`src/rtl/pic_control_unit_if.sv`:
```
// Bus bundle between the PIC controller and its program memory,
// file register array and ALU.
interface pic_control_unit_if #(
   parameter int PC_W = 8
);
   logic [PC_W-1:0] pc_addr;
   logic [15:0]     instr_data;
   logic [7:0]      rf_addr;
   logic [7:0]      rf_rdata;
   logic [7:0]      rf_wdata;
   logic            rf_we;
   logic [3:0]      alu_inst;
   logic [2:0]      alu_bit;
   logic [7:0]      alu_a;
   logic [7:0]      alu_b;
   logic [7:0]      alu_ans;
   logic            alu_carry;

   modport master (
      output pc_addr, rf_addr, rf_wdata, rf_we,
      output alu_inst, alu_bit, alu_a, alu_b,
      input  instr_data, rf_rdata, alu_ans, alu_carry
   );

   modport slave (
      input  pc_addr, rf_addr, rf_wdata, rf_we,
      input  alu_inst, alu_bit, alu_a, alu_b,
      output instr_data, rf_rdata, alu_ans, alu_carry
   );
endinterface

```
`src/rtl/pic_control_unit.sv`:
```
// Four-phase fetch/decode/execute/writeback controller for an 8-bit
// PIC-style datapath with W register and Z/C status flags.
module pic_control_unit #(
   parameter int PC_W = 8
) (
   input  logic                clk,
   input  logic                reset,
   input  logic                run,
   pic_control_unit_if.master  bus,
   output logic [7:0]          w_reg,
   output logic                z_flag,
   output logic                c_flag,
   output logic                instr_done
);

   typedef enum logic [1:0] {
      S_FETCH     = 2'd0,
      S_DECODE    = 2'd1,
      S_EXECUTE   = 2'd2,
      S_WRITEBACK = 2'd3
   } state_t;

   localparam logic [3:0] OP_NOP = 4'b1000;
   localparam logic [3:0] OP_LIT = 4'b1111;

   state_t          state_reg;
   state_t          state_next;

   logic [PC_W-1:0] pc_reg;
   logic [PC_W-1:0] pc_next;
   logic [PC_W-1:0] goto_pc;
   logic [15:0]     ir_reg;
   logic [7:0]      opnd_reg;
   logic [7:0]      res_reg;
   logic            res_carry_reg;

   logic [3:0]      opcode;
   logic            dest_f;
   logic            is_lit;
   logic            is_nop;
   logic            alu_wr;
   logic            rf_write;
   logic            w_write;
   logic            z_upd;
   logic            c_upd;

   // Instruction field decode, always from the captured instruction
   assign opcode   = ir_reg[15:12];
   assign dest_f   = ir_reg[11];
   assign is_lit   = (opcode == OP_LIT);
   assign is_nop   = (opcode == OP_NOP);
   assign alu_wr   = !is_lit && !is_nop;
   assign rf_write = alu_wr && dest_f;
   assign w_write  = alu_wr && !dest_f;

   always_comb begin
      z_upd = 1'b0;
      case (opcode)
         4'b0000, 4'b0010, 4'b0011, 4'b0100, 4'b0101,
         4'b0110, 4'b0111, 4'b1001, 4'b1010, 4'b1100: z_upd = 1'b1;
         default:                                     z_upd = 1'b0;
      endcase
   end

   assign c_upd = (opcode == 4'b0010) || (opcode == 4'b0011);

   // GOTO literal is 8 bits; narrow PCs truncate it, wide PCs zero-extend
   generate
      if (PC_W <= 8) begin : g_goto_narrow
         assign goto_pc = ir_reg[PC_W-1:0];
      end else begin : g_goto_wide
         assign goto_pc = {{(PC_W-8){1'b0}}, ir_reg[7:0]};
      end
   endgenerate

   assign pc_next = (is_lit && dest_f) ? goto_pc : pc_reg + PC_W'(1);

   // State register
   always_ff @(posedge clk or negedge reset) begin
      if (!reset) begin
         state_reg <= S_FETCH;
      end else begin
         state_reg <= state_next;
      end
   end

   // Next-state logic
   always_comb begin
      state_next = state_reg;
      case (state_reg)
         S_FETCH:     state_next = run ? S_DECODE : S_FETCH;
         S_DECODE:    state_next = S_EXECUTE;
         S_EXECUTE:   state_next = S_WRITEBACK;
         S_WRITEBACK: state_next = S_FETCH;
         default:     state_next = S_FETCH;
      endcase
   end

   // Output logic; everything is a function of state so reset clears it at once
   always_comb begin
      bus.pc_addr  = pc_reg;
      bus.rf_addr  = 8'h00;
      bus.rf_wdata = 8'h00;
      bus.rf_we    = 1'b0;
      bus.alu_inst = OP_NOP;
      bus.alu_bit  = 3'd0;
      bus.alu_a    = 8'h00;
      bus.alu_b    = 8'h00;
      instr_done   = 1'b0;
      case (state_reg)
         S_DECODE: begin
            bus.rf_addr = bus.instr_data[7:0];
            bus.alu_bit = bus.instr_data[10:8];
         end
         S_EXECUTE: begin
            bus.rf_addr  = ir_reg[7:0];
            bus.alu_bit  = ir_reg[10:8];
            bus.alu_inst = is_lit ? OP_NOP : opcode;
            bus.alu_a    = w_reg;
            bus.alu_b    = opnd_reg;
         end
         S_WRITEBACK: begin
            bus.rf_addr = ir_reg[7:0];
            bus.alu_bit = ir_reg[10:8];
            instr_done  = 1'b1;
            if (rf_write) begin
               bus.rf_we    = 1'b1;
               bus.rf_wdata = res_reg;
            end
         end
         default: ;
      endcase
   end

   // Datapath registers
   always_ff @(posedge clk or negedge reset) begin
      if (!reset) begin
         pc_reg        <= '0;
         ir_reg        <= 16'h0000;
         opnd_reg      <= 8'h00;
         res_reg       <= 8'h00;
         res_carry_reg <= 1'b0;
         w_reg         <= 8'h00;
         z_flag        <= 1'b0;
         c_flag        <= 1'b0;
      end else begin
         case (state_reg)
            S_DECODE: begin
               ir_reg   <= bus.instr_data;
               opnd_reg <= bus.rf_rdata;
            end
            S_EXECUTE: begin
               res_reg       <= bus.alu_ans;
               res_carry_reg <= bus.alu_carry;
            end
            S_WRITEBACK: begin
               if (w_write) begin
                  w_reg <= res_reg;
               end else if (is_lit && !dest_f) begin
                  w_reg <= ir_reg[7:0];
               end
               if (z_upd) begin
                  z_flag <= (res_reg == 8'h00);
               end
               // SUB reports borrow on alu_carry; C=1 means no borrow
               if (c_upd) begin
                  c_flag <= (opcode == 4'b0011) ? ~res_carry_reg : res_carry_reg;
               end
               pc_reg <= pc_next;
            end
            default: ;
         endcase
      end
   end

endmodule

```
`src/flat_wrapper.sv`:
```
// flat-port wrapper written by rule: the top's interface ports become plain ports
module pic_control_unit_flat 
#(
   parameter int PC_W = 8
)
  (clk, reset, run, w_reg, z_flag, c_flag, instr_done, bus_pc_addr, bus_rf_addr, bus_rf_wdata, bus_rf_we, bus_alu_inst, bus_alu_bit, bus_alu_a, bus_alu_b, bus_instr_data, bus_rf_rdata, bus_alu_ans, bus_alu_carry);
  pic_control_unit_if #(.PC_W(PC_W)) bus_i ();
  input  logic clk;
  input  logic reset;
  input  logic run;
  output logic [7:0] w_reg;
  output logic z_flag;
  output logic c_flag;
  output logic instr_done;
  output wire logic [$bits(bus_i.pc_addr)-1:0] bus_pc_addr;
  output wire logic [$bits(bus_i.rf_addr)-1:0] bus_rf_addr;
  output wire logic [$bits(bus_i.rf_wdata)-1:0] bus_rf_wdata;
  output wire logic [$bits(bus_i.rf_we)-1:0] bus_rf_we;
  output wire logic [$bits(bus_i.alu_inst)-1:0] bus_alu_inst;
  output wire logic [$bits(bus_i.alu_bit)-1:0] bus_alu_bit;
  output wire logic [$bits(bus_i.alu_a)-1:0] bus_alu_a;
  output wire logic [$bits(bus_i.alu_b)-1:0] bus_alu_b;
  input wire logic [$bits(bus_i.instr_data)-1:0] bus_instr_data;
  input wire logic [$bits(bus_i.rf_rdata)-1:0] bus_rf_rdata;
  input wire logic [$bits(bus_i.alu_ans)-1:0] bus_alu_ans;
  input wire logic [$bits(bus_i.alu_carry)-1:0] bus_alu_carry;
  assign bus_pc_addr = bus_i.pc_addr;
  assign bus_rf_addr = bus_i.rf_addr;
  assign bus_rf_wdata = bus_i.rf_wdata;
  assign bus_rf_we = bus_i.rf_we;
  assign bus_alu_inst = bus_i.alu_inst;
  assign bus_alu_bit = bus_i.alu_bit;
  assign bus_alu_a = bus_i.alu_a;
  assign bus_alu_b = bus_i.alu_b;
  assign bus_i.instr_data = bus_instr_data;
  assign bus_i.rf_rdata = bus_rf_rdata;
  assign bus_i.alu_ans = bus_alu_ans;
  assign bus_i.alu_carry = bus_alu_carry;
  pic_control_unit #(.PC_W(PC_W)) u_core (.clk(clk), .reset(reset), .run(run), .bus(bus_i), .w_reg(w_reg), .z_flag(z_flag), .c_flag(c_flag), .instr_done(instr_done));
endmodule
```
`config.mk`:
```
export PLATFORM = sky130hd
export DESIGN_NAME = pic_control_unit_flat
export DESIGN_NICKNAME = d
export VERILOG_FILES = /design/src/rtl/pic_control_unit_if.sv /design/src/rtl/pic_control_unit.sv /design/src/flat_wrapper.sv
export SDC_FILE = /design/constraint.sdc
export NUM_CORES = 1
export LEC_CHECK = 0
export CAP_MARGIN = 30
export CORE_MARGIN = 10
export CORE_UTILIZATION = 49
export CTS_CLUSTER_DIAMETER = 80
export DETAILED_ROUTE_END_ITERATION = 16
export PLACE_DENSITY = 0.95
export SYNTH_ARGS = -nofsm -noshare
export SYNTH_HDL_FRONTEND = slang
export SYNTH_SLANG_ARGS = --single-unit
```
`constraint.sdc`:
```
create_clock -name clk -period 3.9 [get_ports clk]
set_input_delay 0.39 -clock clk [delete_from_list [all_inputs] [get_ports clk]]
set_output_delay 0.39 -clock clk [all_outputs]
set_load 0.005 [all_outputs]
```
# After elaboration in Yosys (flattened, before gate mapping)
# Memories as Yosys holds them, arrays and structs flattened.
# Index checks and enable logic that the tools add are counted.
word_totals:
  romBits: 16
  word_cells: 52
  output_inout_bits: 59
  n_memories: 1
  inputBits: 36
  ff_bits: 53
op_classes:
  mux: 17
  n_eq_ne: 7
  addsub: 1
  reduce_logical: 16
  n_bitwise: 1
mem_list:
  columns: ["name", "words", "word_bits", "rd", "rd_clocked_by_memory_dff", "write_ports", "line_no", "source"]
  rows:
  - ["(name not given)", 16, 1, 1, 0, 0, "pic_control_unit.sv:58", "case (opcode)"]
ops:
  columns: ["operator", "count"]
  rows:
  - ["$mux 8", 7]
  - ["$pmux 8 s2", 1]
  - ["$add 8x1->8 const B", 1]
  - ["$eq 4x2->1 const B", 2]
  - ["$eq 4x4->1 const B", 2]
  - ["$logic_not 8->1", 1]
  - ["$mux 4", 2]
  - ["$pmux 2 s4", 1]
  - ["$pmux 3 s2", 1]
  - ["$reduce_and 2->1", 3]
  - ["$logic_and 1x1->1", 5]
  - ["$mux 1", 5]
  - ["$eq 2x2->1 const B", 2]
  - ["$logic_not 1->1", 3]
  - ["$eq 2x1->1 const B", 1]
  - ["$logic_not 2->1", 1]
  - ["$reduce_bool 2->1", 1]
  - ["$reduce_or 2->1", 1]
  - ["$logic_or 1x1->1", 1]
  - ["$not 1->1", 1]

# Depth between registers and ports, before layout
# Gate-level depths: netlist (run 1).
logic_depth:
  ltp_word: 6
  mapped_depth: 7
  mapped_depth_nobuf: 6

# Worst setup path after synthesis (run 1)
# Ideal clock, no wire load.
synth_path:
  path_type: "reg-to-output"
  start: "register u_core.ir_reg[12]"
  end: "output port bus_rf_wdata[0]"
  required_time_ps: 3510
  slack_ps: 2026
  path_stages_with_launch: 8
  arrival_time_ps: 1484
  path_buffers: 1
  path_cell_list: "dfrtp_1 > inv_1 > ha_1 > mux2_4 > and2_4 > buf_6 > nor2_8 > and2_1"
synth_between:
  elab_chain_cells: 6
  word_cells_on_any_way: 8
  classes_between: "eq/ne: 2; mux: 2; reduce/logical: 4"
synth_lines:
  columns: ["item", "line_no", "source"]
  rows:
  - ["start: declaration", "pic_control_unit.sv:32", "logic [15:0] ir_reg;"]
  - ["start signal: assignment", "pic_control_unit.sv:149", "ir_reg <= bus.instr_data;"]
  - ["$eq 4x4->1, on equally long branches", "pic_control_unit.sv:50, pic_control_unit.sv:51", null]
  - ["$logic_not 1->1", "pic_control_unit.sv:52", "assign alu_wr = !is_lit && !is_nop;"]
  - ["$logic_and 1x1->1 *", "pic_control_unit.sv:52", null]
  - ["$logic_and 1x1->1 *", "pic_control_unit.sv:53", "assign rf_write = alu_wr && dest_f;"]
  - ["$mux 8 *", "pic_control_unit.sv:126", "if (rf_write) begin"]
  - ["$mux 8 *", "pic_control_unit.sv:110", "case (state_reg)"]
  - ["end: declaration", "flat_wrapper.sv:17", "output wire logic [$bits(bus_i.rf_wdata)-1:0] bus_rf_wdata;"]
# Every way passes the cells marked *; elsewhere a longest branch is shown, timed or not.

# Final worst setup path (run 1)
layout_path:
  start: "register u_core.state_reg[1]"
  end: "output port bus_rf_addr[7]"
layout_between:
  elab_chain_cells: 3
  word_cells_on_any_way: 5
  classes_between: "eq/ne: 3; mux: 1; reduce/logical: 1"
layout_lines:
  columns: ["item", "line_no", "source"]
  rows:
  - ["start: declaration", "pic_control_unit.sv:26", "state_t state_reg;"]
  - ["start signal: assignment", "pic_control_unit.sv:83", "state_reg <= state_next;"]
  - ["$eq 2x2->1", "pic_control_unit.sv:110", null]
  - ["$reduce_or 2->1 (no line)", null, null]
  - ["$pmux 8 s2 *", "pic_control_unit.sv:110", null]
  - ["end: declaration", "flat_wrapper.sv:16", "output wire logic [$bits(bus_i.rf_addr)-1:0] bus_rf_addr;"]
# Marked as above.

==> results.sh, run 1 <==
export IMPL_run_status="complete, no violations"
export IMPL_synth_cell_types=34
export IMPL_synth_seq_cells=53
export IMPL_synth_area_leaders="dfrtp_1 48%, mux2_2 8.2%, and2_1 5.5%, nand2_1 5.5%, a21oi_1 4.9%"
export IMPL_floorplan_die_width_microns=94.71
export IMPL_clk_pin_slew_ns=0.09
export IMPL_synth_seq_area_share=0.4849
export IMPL_drtIter0Drc=155
export IMPL_core_area_sq_um=5473
export IMPL_drc=0
export IMPL_period_minus_slack_ns=2.845
export IMPL_crit_type="reg2out"
export IMPL_synth_area_sq_um=2735
export IMPL_start_util=0.4998
export IMPL_cts_tree="yes"
export IMPL_tightest_slew_ns=0.7866
export IMPL_drive_gt1_frac=0.09893
export IMPL_fmax_mhz=351.5
export IMPL_drt_wl_total_microns=7404
export IMPL_rsz0062_at_grt="no"
export IMPL_antenna_diode_count=0
export IMPL_grt_pass1_wl_microns=12360
export IMPL_grt_pass1_vias=2474
export IMPL_gp_congestion=0.8652
export IMPL_setup_slack_ns=1.055
export IMPL_die_area_sq_um=8970
export IMPL_antenna_found_initial=0
export IMPL_max_cap_violations=0
export IMPL_avgViaCountPerCell=5.388
export IMPL_yosys_area_top_type="dfrtp_1"
export IMPL_slowest_stage="ha_1"
export IMPL_cts_sinks=53
export IMPL_hold_buffers=0
export IMPL_p_per_area_nw_per_um2=783.5
export IMPL_wl_per_cell_microns=16.60
export IMPL_fin_tns_setup_ns=0
export IMPL_largest_reg_flops=16
export IMPL_slew_viol_final=0
export IMPL_synthCells=287
export IMPL_syn_area_per_cell_sq_um=9.530
export IMPL_worstPathRequired_ns=3.51
export IMPL_setup_violations=0
export IMPL_ios=95
export IMPL_critPathMaxFanout=20
export IMPL_areaGrowthSynthToFinish_pct=38.24
export IMPL_relSlewSlack=0.4756
export IMPL_syn_nets=332
export IMPL_cts_setup_buffers=0
export IMPL_rows=27
export IMPL_yosysWarnings=0
export IMPL_nNetsFinal=419
export IMPL_grt_overflow=0
export IMPL_place_hpwl_microns=5824
export IMPL_clock_latency_ns=0.30
export IMPL_postRouteAntennaNets=0
export IMPL_fin_area_sq_um=3781
export IMPL_cts_buffer_depth=2
export IMPL_worstPathArrival_ns=2.46
export IMPL_fin_skew_ns=0.002457
export IMPL_hold_violations=0
export IMPL_async_flop_share=1.000
export IMPL_vias=2403
export IMPL_final_period_utilization=0.7296
export IMPL_ys_flop_type="dfrtp_1"
export IMPL_synth_edf_count=0
export IMPL_h_tree_depth=2
export IMPL_cts_repair_resized=0
export IMPL_die_y_microns=94.71
export IMPL_grt_start_max_net_pins=36
export IMPL_crit_chain="ha_1 > or2_2 > nand2_1 > a21oi_1 > clkdlybuf4s50_1"
export IMPL_synth_top_area_frac=0.4849
export IMPL_placed_area_sq_um=3695
export IMPL_port_buffer_count=94
export IMPL_startpoint_type="flip-flop"
export IMPL_cts_buffers=5
export IMPL_hp_class="in2async"
export IMPL_slowest_delay_ns=0.62
export IMPL_end_kind="primary output"
export IMPL_power_leakage_uw=0.001613
export IMPL_ir_worst_vdd_mv=0.4130
export IMPL_grtUsageTotal=0.1707
export IMPL_clockRootBuffer="clkbuf_8"
export IMPL_dp_slack_ns=1.419
export IMPL_first_pass_iters=4
-- cell usage in the layout, fill, tap and decap left out, drive strengths merged, types with 2 or more instances in the layout --
cell type and n:
clkdlybuf4s50 93, o21ai 30, ha 9, inv 20, nand4 3, a21oi 28, nand2 40, and2 25
and3 2, o22ai 10, dfrtp 53, nand3 7, nor4 2, mux2 21, clkbuf 7, nor2 8
buf 4, nand2b 3
-- where the power goes --
part	switching, uW	internal, uW	total [uW]
clock network	164	141	305
logic	704	862	1570
registers	280	811	1090
total	1150	1810	2960
-- final cells by class --
| type | count | area (sq um) |
|---|---|---|
| Inverter | 20 | 75.07 |
| Clock buffer | 7 | 86.33 |
| Sequential cell | 53 | 1326 |
| Fill cell | 438 | 1692 |
| Multi-Input combinational cell | 197 | 1245 |
| Timing Repair Buffer | 97 | 958.4 |
| Tap cell | 72 | 90.09 |
-- per-layer routing --
metal	part of all wire	track usage	routed length, microns	up-vias
met2	0.50	0.2992	3701	100
met4	0.012	0.04115	90	0
met3	0.11	0.06661	809	10
met1	0.38	0.1905	2802	1147
met5	0	0	0	-
li1	-	-	-	1146
-- through the flow --
step / hold slack [ns] / power (uW) / cells / util
final: 0.004096 / 2962 / 446 / 0.6909
after global routing: 0.02249 / 3212 / 446 / 0.6909
after detailed placement: 0.3491 / 2679 / 439 / 0.6751
after CTS: 0.01862 / 2991 / 446 / 0.6909
after global placement: 0.3402 / 2598 / 439 / 0.6751
after floorplan: 0.09441 / 1913 / 287 / -
-- synth_stat cells (2+ instances only) --
cell type and n:
ha_1 9, buf_6 2, inv_1 20, and3_1 2
nand2_1 40, clkbuf_1 7, nor4_1 2, dfrtp_1 53
buf_2 5, mux2_2 20, nor2_1 7, nand2b_1 3
nand4_1 3, o21ai_1 10, nand3_1 7, and2_1 24
a21oi_1 27, o21ai_0 20, o22ai_1 10, buf_1 2
-- critical path: cells and delay by family (launching register included) --
| family | cells | cell delay (ns) |
|---|---|---|
| flops | 1 | 0.39 |
| buf+inv | 1 | 0.55 |
| fa+ha+maj | 1 | 0.62 |
| simple gates | 2 | 0.44 |
| compound gates | 1 | 0.15 |
-- cell families (layout without fill, tap and decap cells) --
group | count (synthesis) | in the layout | synth area share
simple gates | 93 | 93 | 0.1729
flops | 53 | 53 | 0.4849
mux | 22 | 22 | 0.09149
buf+inv | 37 | 124 | 0.05993
compound gates | 73 | 73 | 0.1496
fa+ha+maj | 9 | 9 | 0.04117
-- worst paths after layout --
path | from | end | slack, ns | cells past startpoint
min in group clk | u_core.opnd_reg[5] | u_core.opnd_reg[5] | 0.50 | 1
max in group asynchronous | reset | u_core.res_reg[0] | 3.11 | 2
max reg2reg | u_core.state_reg[1] | u_core.c_flag | 1.88 | 5
min reg2reg | u_core.opnd_reg[5] | u_core.opnd_reg[5] | 0.50 | 1
min | reset | u_core.opnd_reg[3] | 0.004 | 1
max | u_core.state_reg[1] | bus_rf_addr[7] | 1.05 | 5
Note: power is estimated with default switching activity, not from simulation.
==> inputs of run 2 (changes only) <==
--- a/config.mk
+++ b/config.mk
@@ -7,10 +7,10 @@
 export LEC_CHECK = 0
 export CAP_MARGIN = 30
 export CORE_MARGIN = 10
-export CORE_UTILIZATION = 49
+export CORE_UTILIZATION = 45
 export CTS_CLUSTER_DIAMETER = 80
 export DETAILED_ROUTE_END_ITERATION = 16
-export PLACE_DENSITY = 0.95
+export PLACE_DENSITY = 0.91
 export SYNTH_ARGS = -nofsm -noshare
 export SYNTH_HDL_FRONTEND = slang
 export SYNTH_SLANG_ARGS = --single-unit
==> constraint.sdc (replaced) <==
create_clock -name clk -period 2.7 [get_ports clk]
set_input_delay 0.27 -clock clk [delete_from_list [all_inputs] [get_ports clk]]
set_output_delay 0.27 -clock clk [all_outputs]
set_load 0.005 [all_outputs]
==> results.sh, run 2 (same netlist as run 1, synthesis figures left out) <==
export IMPL_run_status="complete, no violations"
export IMPL_port_buffer_count=94
export IMPL_hp_class="in2async"
export IMPL_worstPathArrival_ns=2.31
export IMPL_drive_gt1_frac=0.1079
export IMPL_drt_wl_total_microns=7523
export IMPL_grt_overflow=0
export IMPL_slew_viol_final=0
export IMPL_floorplan_die_width_microns=97.96
export IMPL_crit_chain="ha_1 > mux2_4 > and2_4 > nor2_8 > and2_1 > clkdlybuf4s50_1"
export IMPL_antenna_diode_count=0
export IMPL_tightest_slew_ns=0.6405
export IMPL_gp_congestion=0.9011
export IMPL_avgViaCountPerCell=5.270
export IMPL_ir_worst_vdd_mv=0.6585
export IMPL_dpl_cell_count=445
export IMPL_clock_latency_ns=0.31
export IMPL_end_kind="primary output"
export IMPL_p_per_area_nw_per_um2=1125
export IMPL_slowest_delay_ns=0.51
export IMPL_core_area_sq_um=5921
export IMPL_grt_pass1_vias=2454
export IMPL_final_cell_count_no_fill=455
export IMPL_critPathMaxFanout=9
export IMPL_r2r_slack_ns=1.05
export IMPL_die_y_microns=97.96
export IMPL_vias=2398
export IMPL_grtUsageTotal=0.1487
export IMPL_clockRootBuffer="clkbuf_8"
export IMPL_nNetsFinal=424
export IMPL_cts_tree="yes"
export IMPL_cts_buffers=5
export IMPL_die_area_sq_um=9596
export IMPL_rows=28
export IMPL_startpoint_type="flip-flop"
export IMPL_worstPathRequired_ns=2.43
export IMPL_relSlewSlack=0.5730
export IMPL_max_cap_violations=0
export IMPL_r2r_end="u_core.w_reg[5]"
export IMPL_setup_violations=0
export IMPL_largest_reg_flops=16
export IMPL_rr_worst_depth=5
export IMPL_clk_pin_slew_ns=0.09
export IMPL_first_pass_iters=4
export IMPL_final_common_cell="clkdlybuf4s50_1"
export IMPL_antenna_found_initial=0
export IMPL_fin_skew_ns=0.002598
export IMPL_r2r_start="u_core.ir_reg[12]"
export IMPL_final_period_utilization=0.9555
export IMPL_place_hpwl_microns=5841
export IMPL_areaGrowthSynthToFinish_pct=39.71
export IMPL_cts_sinks=53
export IMPL_n_fill_cell=505
export IMPL_hold_violations=0
export IMPL_postRouteAntennaNets=0
export IMPL_start_util=0.4620
export IMPL_cp_top_family="buffers and inverters"
export IMPL_ios=95
export IMPL_wl_per_cell_microns=16.53
export IMPL_fin_tns_setup_ns=0
export IMPL_drc=0
export IMPL_final_cell_mix="93 x clkdlybuf4s50_1, 53 x dfrtp_1, 40 x nand2_1"
export IMPL_cp_num_buf_inv=1
export IMPL_h_tree_depth=2
export IMPL_cts_buffer_depth=2
export IMPL_crit_type="reg2out"
export IMPL_power_leakage_uw=0.001631
export IMPL_crit_start="u_core.ir_reg[12]"
export IMPL_grt_pass1_wl_microns=12050
export IMPL_worst_path_stages=6
export IMPL_fmax_mhz=387.6
export IMPL_period_minus_slack_ns=2.580
export IMPL_grt_start_max_net_pins=53
export IMPL_drtIter0Drc=128
export IMPL_rsz0062_at_grt="no"
export IMPL_crit_path_end="bus_rf_wdata[1]"
export IMPL_hold_ws_ns=0.2743
export IMPL_slowest_stage="clkdlybuf4s50_1"
-- run 2: cell types whose count changed in the layout (fill, tap and decap cells not counted), sizes merged --
| cell | delta |
|---|---|
| clkbuf | +1 |
| buf | +4 |
| dlygate4sd3 | +1 |
-- run 2: how the worst min path moves through the flow --
stage | endpoint | cells after the start | from | slack [ns]
after global routing | u_core.opnd_reg[1] | 2 | reset | 0.27
after global placement | u_core.opnd_reg[1] | 1 | reset | 0.05
final | u_core.opnd_reg[1] | 2 | reset | 0.27
after detailed placement | u_core.opnd_reg[1] | 1 | reset | 0.05
after CTS | u_core.opnd_reg[1] | 2 | reset | 0.26
after floorplan | u_core.bus.pc_addr[0] | 0 | reset | -0.03
-- run 2: per-layer routing --
metal	part of all wire	GRT usage	routed length (microns)
met5	0	0	0
met3	0.092	0.06272	690
met4	0.011	0.04139	82
met2	0.49	0.2497	3670
met1	0.41	0.1687	3080
-- run 2: repair_timing --
| action | in CTS | in global routing |
|---|---|---|
| resized for setup | 0 | 1 |
| setup endpoints to repair | 0 | 3 |
| endpoints found under the hold margin | 1 | 0 |
| hold buffers | 1 | 0 |
| setup buffers | 0 | 1 |
-- run 2: area by class of cell --
type / count / area (sq um) / area share
sequential: 53 / 1326 / 0.3471
timing repair buffer: 102 / 998.5 / 0.2613
tap: 75 / 93.84 / 0.02456
inverter: 20 / 75.07 / 0.01965
multi-input combinational: 197 / 1247 / 0.3265
clock buffer: 8 / 80.08 / 0.02096
-- run 2: power by group --
| group | total, uW | internal (uW) | switching, uW |
|---|---|---|---|
| Sequential | 1570 | 1170 | 403 |
| Clock | 433 | 185 | 248 |
| Combinational | 2290 | 1270 | 1020 |
| Total | 4300 | 2630 | 1670 |
-- run 2: per-stage QoR --
stage | setup slack (ns) | area [sq um] | util | total power [uW]
final | 0.1202 | 3821 | 0.6454 | 4298
after global routing | 0.01957 | 3821 | 0.6454 | 4630
after CTS | 0.05562 | 3811 | 0.6437 | 4326
after detailed placement | 0.3923 | 3721 | 0.6285 | 3892
after global placement | 0.5116 | 3721 | 0.6285 | 3775
after floorplan | 0.9457 | 2735 | - | 2764
-- run 2: worst reg2reg max path, delay by kind of cell (launching register included) --
family	cells	cell delay (ns)
compound gates	2	0.32
simple gates	1	0.21
fa+ha+maj	1	0.28
flops	1	0.42
mux	1	0.30
